`src/rtl/branch_rd_arbiter_pkg.sv`:
```
`default_nettype none
// ============================================================================
// Module  : branch_rd_arbiter_pkg
// Purpose : Shared constants and encodings for the octree branch BRAM
//           port-B read arbiter and its latency pipeline.
//           - BRANCH_WIDTH : branch word width (8 x 16-bit child + 24-bit payload)
//           - BRAM_ADDR_W  : branch BRAM address width
//           - owner_e      : which requester issued a read
//           - arb_state_e  : arbiter state encoding
// Revision: 1.0 - initial release
// ============================================================================
package branch_rd_arbiter_pkg;

    localparam int BRANCH_WIDTH = 152;
    localparam int BRAM_ADDR_W  = 16;

    // Owner tag carried alongside every in-flight read.
    typedef enum logic [0:0] {
        OWN_OCT = 1'b0,
        OWN_BFS = 1'b1
    } owner_e;

    // Arbiter states. LOCK_* pins the grant to one requester for a burst.
    typedef enum logic [1:0] {
        ARB      = 2'd0,
        LOCK_OCT = 2'd1,
        LOCK_BFS = 2'd2
    } arb_state_e;

endpackage : branch_rd_arbiter_pkg
`default_nettype wire

```
`src/rtl/branch_rd_arbiter_rd_lat_pipe.sv`:
```
`default_nettype none
// ============================================================================
// Module  : rd_lat_pipe
// Purpose : LAT-deep delay line for (valid, owner) pairs. An entry pushed in
//           cycle N appears at the tail in cycle N+LAT, lined up with the
//           BRAM read data for that access.
// Ports   :
//   i_clk       - clock
//   i_rst       - asynchronous active-high reset, empties every stage
//   i_valid     - a read is being issued to the BRAM this cycle
//   i_owner     - requester that issued it
//   o_valid     - tail entry valid (read data returns this cycle)
//   o_owner     - tail entry owner
//   o_any_valid - at least one stage holds a valid entry
// Revision: 1.0 - initial release
// ============================================================================
module rd_lat_pipe
    import branch_rd_arbiter_pkg::*;
#(
    parameter int LAT = 1
) (
    input  logic   i_clk,
    input  logic   i_rst,
    input  logic   i_valid,
    input  owner_e i_owner,
    output logic   o_valid,
    output owner_e o_owner,
    output logic   o_any_valid
);

    logic [LAT-1:0] r_valid;
    owner_e         r_owner [LAT];

    // Stage 0 captures the issue; each later stage copies its predecessor.
    // With LAT == 1 the copy loop has no iterations.
    always_ff @(posedge i_clk or posedge i_rst) begin
        if (i_rst) begin
            r_valid <= '0;
            for (int k = 0; k < LAT; k++) begin
                r_owner[k] <= OWN_OCT;
            end
        end else begin
            r_valid[0] <= i_valid;
            r_owner[0] <= i_owner;
            for (int k = 1; k < LAT; k++) begin
                r_valid[k] <= r_valid[k-1];
                r_owner[k] <= r_owner[k-1];
            end
        end
    end

    assign o_valid     = r_valid[LAT-1];
    assign o_owner     = r_owner[LAT-1];
    assign o_any_valid = |r_valid;

endmodule : rd_lat_pipe
`default_nettype wire

```
`src/rtl/branch_rd_arbiter.sv`:
```
`default_nettype none
// ============================================================================
// Module  : branch_rd_arbiter
// Purpose : Shares port B (read-only) of the octree branch BRAM between the
//           octant builder (OCT) and the BFS traversal core (BFS).
//           Round-robin arbitration with an optional per-requester burst
//           lock; each returned branch word is steered, with a one-cycle
//           valid strobe, back to the requester that issued the read.
// Ports   :
//   i_clk, i_rst            - clock, asynchronous active-high reset
//   i_req_oct/i_addr_oct    - OCT read request and address
//   i_lock_oct              - OCT keeps the grant while i_req_oct stays high
//   o_gnt_oct               - OCT request accepted this cycle
//   o_rvalid_oct/o_rdata_oct- OCT read return (data is 0 when not valid)
//   *_bfs                   - same set for the BFS core
//   o_enb/o_addrb           - BRAM port-B enable and address
//   i_doutb                 - BRAM port-B read data
//   o_busy                  - at least one read is in flight
// Revision: 1.0 - initial release
// ============================================================================
module branch_rd_arbiter
    import branch_rd_arbiter_pkg::*;
#(
    parameter int DATA_W   = BRANCH_WIDTH,
    parameter int ADDR_W   = BRAM_ADDR_W,
    parameter int BRAM_LAT = 1
) (
    input  logic              i_clk,
    input  logic              i_rst,

    input  logic              i_req_oct,
    input  logic [ADDR_W-1:0] i_addr_oct,
    input  logic              i_lock_oct,
    output logic              o_gnt_oct,
    output logic              o_rvalid_oct,
    output logic [DATA_W-1:0] o_rdata_oct,

    input  logic              i_req_bfs,
    input  logic [ADDR_W-1:0] i_addr_bfs,
    input  logic              i_lock_bfs,
    output logic              o_gnt_bfs,
    output logic              o_rvalid_bfs,
    output logic [DATA_W-1:0] o_rdata_bfs,

    output logic              o_enb,
    output logic [ADDR_W-1:0] o_addrb,
    input  logic [DATA_W-1:0] i_doutb,

    output logic              o_busy
);

    // ------------------------------------------------------------------
    // Arbiter state
    // ------------------------------------------------------------------
    arb_state_e        r_state;
    arb_state_e        w_state_nxt;
    owner_e            r_last_owner;
    owner_e            w_last_owner_nxt;

    logic              w_gnt_oct;
    logic              w_gnt_bfs;
    logic              w_enb;
    logic [ADDR_W-1:0] w_addr_sel;
    logic [ADDR_W-1:0] r_addr_hold;

    logic              w_ret_valid;
    owner_e            w_ret_owner;
    logic              w_any_valid;
    owner_e            w_issue_owner;

    always_ff @(posedge i_clk or posedge i_rst) begin
        if (i_rst) begin
            r_state      <= ARB;
            // Starting with OCT as last owner hands the first tie to BFS.
            r_last_owner <= OWN_OCT;
        end else begin
            r_state      <= w_state_nxt;
            r_last_owner <= w_last_owner_nxt;
        end
    end

    // ------------------------------------------------------------------
    // Grant and next-state logic. Grants are combinational so a request
    // can be accepted in the same cycle it is raised.
    // ------------------------------------------------------------------
    always_comb begin
        w_gnt_oct        = 1'b0;
        w_gnt_bfs        = 1'b0;
        w_state_nxt      = r_state;
        w_last_owner_nxt = r_last_owner;

        case (r_state)
            ARB: begin
                if (i_req_oct && i_req_bfs) begin
                    // Tie: the requester that did not win last time goes.
                    if (r_last_owner == OWN_OCT) begin
                        w_gnt_bfs = 1'b1;
                    end else begin
                        w_gnt_oct = 1'b1;
                    end
                end else begin
                    w_gnt_oct = i_req_oct;
                    w_gnt_bfs = i_req_bfs;
                end

                // A lock only takes effect for the requester that wins.
                if (w_gnt_oct) begin
                    w_last_owner_nxt = OWN_OCT;
                    if (i_lock_oct) begin
                        w_state_nxt = LOCK_OCT;
                    end
                end else if (w_gnt_bfs) begin
                    w_last_owner_nxt = OWN_BFS;
                    if (i_lock_bfs) begin
                        w_state_nxt = LOCK_BFS;
                    end
                end
            end

            LOCK_OCT: begin
                // BFS is blocked. The lock is released at the edge where
                // either req or lock has fallen; no grant is issued to BFS
                // in the cycle OCT drops its request.
                w_gnt_oct = i_req_oct;
                if (w_gnt_oct) begin
                    w_last_owner_nxt = OWN_OCT;
                end
                if (!i_req_oct || !i_lock_oct) begin
                    w_state_nxt = ARB;
                end
            end

            LOCK_BFS: begin
                w_gnt_bfs = i_req_bfs;
                if (w_gnt_bfs) begin
                    w_last_owner_nxt = OWN_BFS;
                end
                if (!i_req_bfs || !i_lock_bfs) begin
                    w_state_nxt = ARB;
                end
            end

            default: begin
                w_state_nxt = ARB;
            end
        endcase

        // Reset is asynchronous, so the combinational grants are forced low
        // for as long as it is asserted to keep every output at zero.
        if (i_rst) begin
            w_gnt_oct = 1'b0;
            w_gnt_bfs = 1'b0;
        end
    end

    assign o_gnt_oct = w_gnt_oct;
    assign o_gnt_bfs = w_gnt_bfs;

    // ------------------------------------------------------------------
    // BRAM port-B drive. The address is muxed from the winner; when no
    // read is issued the last issued address is held on the pins.
    // ------------------------------------------------------------------
    assign w_enb      = w_gnt_oct | w_gnt_bfs;
    assign w_addr_sel = w_gnt_oct ? i_addr_oct : i_addr_bfs;

    always_ff @(posedge i_clk or posedge i_rst) begin
        if (i_rst) begin
            r_addr_hold <= '0;
        end else if (w_enb) begin
            r_addr_hold <= w_addr_sel;
        end
    end

    assign o_enb   = w_enb;
    assign o_addrb = w_enb ? w_addr_sel : r_addr_hold;

    // ------------------------------------------------------------------
    // Return path: the owner tag travels alongside the BRAM latency so the
    // data arriving in cycle N+BRAM_LAT is steered to the right requester.
    // ------------------------------------------------------------------
    assign w_issue_owner = w_gnt_bfs ? OWN_BFS : OWN_OCT;

    rd_lat_pipe #(
        .LAT (BRAM_LAT)
    ) u_rd_lat_pipe (
        .i_clk       (i_clk),
        .i_rst       (i_rst),
        .i_valid     (w_enb),
        .i_owner     (w_issue_owner),
        .o_valid     (w_ret_valid),
        .o_owner     (w_ret_owner),
        .o_any_valid (w_any_valid)
    );

    assign o_rvalid_oct = w_ret_valid && (w_ret_owner == OWN_OCT);
    assign o_rvalid_bfs = w_ret_valid && (w_ret_owner == OWN_BFS);

    // Data is zeroed outside the valid cycle so neither core ever sees the
    // other's branch word on its bus.
    assign o_rdata_oct = o_rvalid_oct ? i_doutb : '0;
    assign o_rdata_bfs = o_rvalid_bfs ? i_doutb : '0;

    assign o_busy = w_any_valid;

endmodule : branch_rd_arbiter
`default_nettype wire

```
`config.mk`:
```
export PLATFORM = sky130hd
export DESIGN_NAME = branch_rd_arbiter
export DESIGN_NICKNAME = d
export VERILOG_FILES = /design/src/rtl/branch_rd_arbiter_pkg.sv /design/src/rtl/branch_rd_arbiter_rd_lat_pipe.sv /design/src/rtl/branch_rd_arbiter.sv
export SDC_FILE = /design/constraint.sdc
export NUM_CORES = 1
export LEC_CHECK = 0
export BUFFER_PORTS_ARGS = -buffer_cell sky130_fd_sc_hd__buf_2
export CAP_MARGIN = 20
export CELL_PAD_IN_SITES_DETAIL_PLACEMENT = 1
export CELL_PAD_IN_SITES_GLOBAL_PLACEMENT = 1
export CORE_AREA = 5 5 200 202
export CTS_CLUSTER_DIAMETER = 120
export DETAILED_ROUTE_END_ITERATION = 10
export DIE_AREA = 0 0 205 207
export PLACE_DENSITY_LB_ADDON = 0.1
export SLEW_MARGIN = 20
export SYNTH_ARGS = -nofsm -noshare
export SYNTH_HDL_FRONTEND = slang
export SYNTH_SLANG_ARGS = --single-unit
```
`constraint.sdc`:
```
create_clock -name i_clk -period 4.67 [get_ports i_clk]
set_input_delay 0.934 -clock i_clk [delete_from_list [all_inputs] [get_ports i_clk]]
set_output_delay 0.934 -clock i_clk [all_outputs]
set_load 0.01 [all_outputs]
```
==> results.toml <==
[cells_and_area]
fill_cells = 4748
num-nets-final = 1118
final_util_pct = 17.0
drive_above_1_share_pct = 61.6
area_growth_pct = 95.8
final_cells = 1442

[timing]
worstMarginPinSlew_ps = 880
fin_hold_ws_ps = 567
setup_tns_ps = 0
finalCritPeriodShare_pct = 77.4
max-slew-margin-rel_pct = 41.3
rsz0062_at_grt = "false"
min_period_ps = 3610
finalHoldViolations = 0
setup_viol = 0
drv_slew = 0
finClkSkew_ps = 5.32
fmax_mhz = 277

[worst_setup_path]
end_kind = "output port"
cpMostUsedCell = "mux2_2"
slowest_delay_ps = 620
critPathKind = "flop to output port"
crit_path_top_delay_cell = "o211ai_4"
crit_required_ps = 3740
arrival_ps = 2680
cp-start-kind = "flop"
worstPathMaxFanout = 17
path_cells = "inv_1 -> ha_1 -> a21boi_2 -> o211ai_4 -> mux2_2 -> mux2_2 -> buf_2"

[global_route]
grt_max_degree = 93
use_met3_pct = 3.17
grt_util_met2_pct = 24.0
use_met1_pct = 12.9
grt_pass1_wl_mm = 39.1
grt_use_total_pct = 12.1
overflow = 0
grt_busiest_layer = "met2"
grt_pass1_vias = 5330
antenna_found_initial = 2

[power_and_ir_drop]
cellPowerDensity_nw_per_um2 = 354
p_leak_nw = 4.47
irDropWorstVdd_mv = 0.265

[clock_network]
cts_root_buffer = "clkbuf_16"
cts_buffers = 3
cts_buffer_depth = 2
clkTransAtPathRegs_ps = 60
holdBufCountCts = 0
htree_levels = 1
cts.sinks = 21
tritoncts = "done"
cts_setup_buffers = 0
insertion_delay_ps = 270
ctsResizeCount = 0

[drt]
viasPerCell = 3.55
drt_iter0_markers = 176
wl_mm = 28.1
dr.pass1.iters = 4
drc_errors = 0
wl_per_cell_um = 19.5
vias = 5125
ant_nets = 0

[floorplan]
ioPinCount = 516
core_um2 = 38100
die-area_um2 = 42400
die_w_um = 205
die_h_um = 207
rows = 72
initial_utilization_pct = 8.71

[logic_synthesis]
seq_area_frac_synth_pct = 15.8
synthXorXnorAreaFrac_pct = 0
synthCells = 448
synthTopCellsByArea = "and2_1, and3_1, dfrtp_1"
synthTopCellsByCount = "and2_1, and3_1, clkbuf_1, mux2_2, dfrtp_1"
avgSynthCellArea_um2 = 7.41
synth_most_common_cell = "and2_1"
synth_top_family_by_area = "simple AND/OR/NAND/NOR gates"
synth_mux_area_share_pct = 12.6
ys_ff_latch = 21
synth_edf_count = 0
synth_cell_types = 26
synth_compound_area_share_pct = 3.39
syn_area_um2 = 3320
synth_top_area_share_pct = 29.0
synth_fa_ha_area_share_pct = 1.89
syn_nets = 643
yosys.area_share.simple_pct = 59.0
synth_top_area_cell = "and2_1"
synth_top_flop_cell = "dfrtp_1"
async_reset_ff_share_pct = 100
ys_warn_count = 0

[placement]
place_inst = 1436
gp_congestion = 0.735
hpwl_mm = 23.5
portBuffers = 515

[flow_run]
cap_violations = 0

[outcome]
status = "completed"

[hold_path]
worst_hold_path_type = "flop to flop"
-- power by group --
part | internal [mW] | switching, mW | total [mW]
clock | 0.117 | 0.0754 | 0.192
combinational | 0.750 | 1.04 | 1.79
sequential | 0.274 | 0.0431 | 0.317
total | 1.14 | 1.16 | 2.30
-- state kept, by name, summed over array words and instances (netlist names) --
signal	cells
r_state	2
r_addr_hold	16
u_rd_lat_pipe.o_any_valid	1
r_last_owner	1
u_rd_lat_pipe.o_owner	1
-- metal layers --
| layer | vias to the layer above | part of all wire, % |
|---|---|---|
| met5 | - | 0.12 |
| li1 | 2461 | - |
| met3 | 11 | 8.3 |
| met2 | 236 | 54 |
| met1 | 2413 | 37 |
| met4 | 4 | 0.58 |
-- cells by family after synthesis --
family | count (synthesis)
simple gates | 314
buf+inv | 60
mux | 34
flops | 21
compound gates | 14
fa+ha+maj | 5
-- through the flow --
stage          cell area (um^2)  setup slack [ps]  power (mW)
2_1_floorplan              3320              1280        1.34
3_3_place_gp               6410              1060        2.19
3_5_place_dp               6410              1060        2.17
4_1_cts                    6490               976        2.38
5_1_grt                    6490               866        2.50
6_report                   6500              1060        2.30
-- critical path, delay by kind of cell, from the launching register on --
kind | cells | cell delay (ps)
compound gates | 2 | 810
buf+inv | 2 | 250
flops | 1 | 370
fa+ha+maj | 1 | 280
mux | 2 | 680
-- path summary, 6_finish.rpt --
check                             startpoint  slack (ps)                        end  depth (start not counted)
worst max-delay path              r_state[0]        1060                o_addrb[15]                          7
worst min-delay path            r_last_owner         570               r_last_owner                          1
worst max register to register    r_state[0]        2280            r_addr_hold[15]                          6
worst min register to register  r_last_owner         570               r_last_owner                          1
max in group asynchronous              i_rst        3610  u_rd_lat_pipe.o_any_valid                          3
min in group asynchronous              i_rst         800                 r_state[0]                          3
-- final cells by class --
cell class | instances | area (um^2) | area share (%)
multi-input cells | 367 | 2560 | 39.5
inverters | 6 | 22.5 | 0.347
repair buffers | 524 | 2650 | 40.7
clock buffers | 4 | 78.8 | 1.21
diodes | 2 | 5.00 | 0.0770
flip-flops and latches | 21 | 533 | 8.20
well taps | 518 | 648 | 9.98
-- placed cells by master, fill, tap and decap left out, types with 4 or more instances in the layout --
cell / count
buf_2: 515
inv_1: 6
mux2_2: 25
and3_1: 152
mux2_4: 9
dfrtp_1: 19
ha_1: 5
a31oi_1: 4
buf_4: 9
and2_1: 154
(Power assumes the default switching activity.)
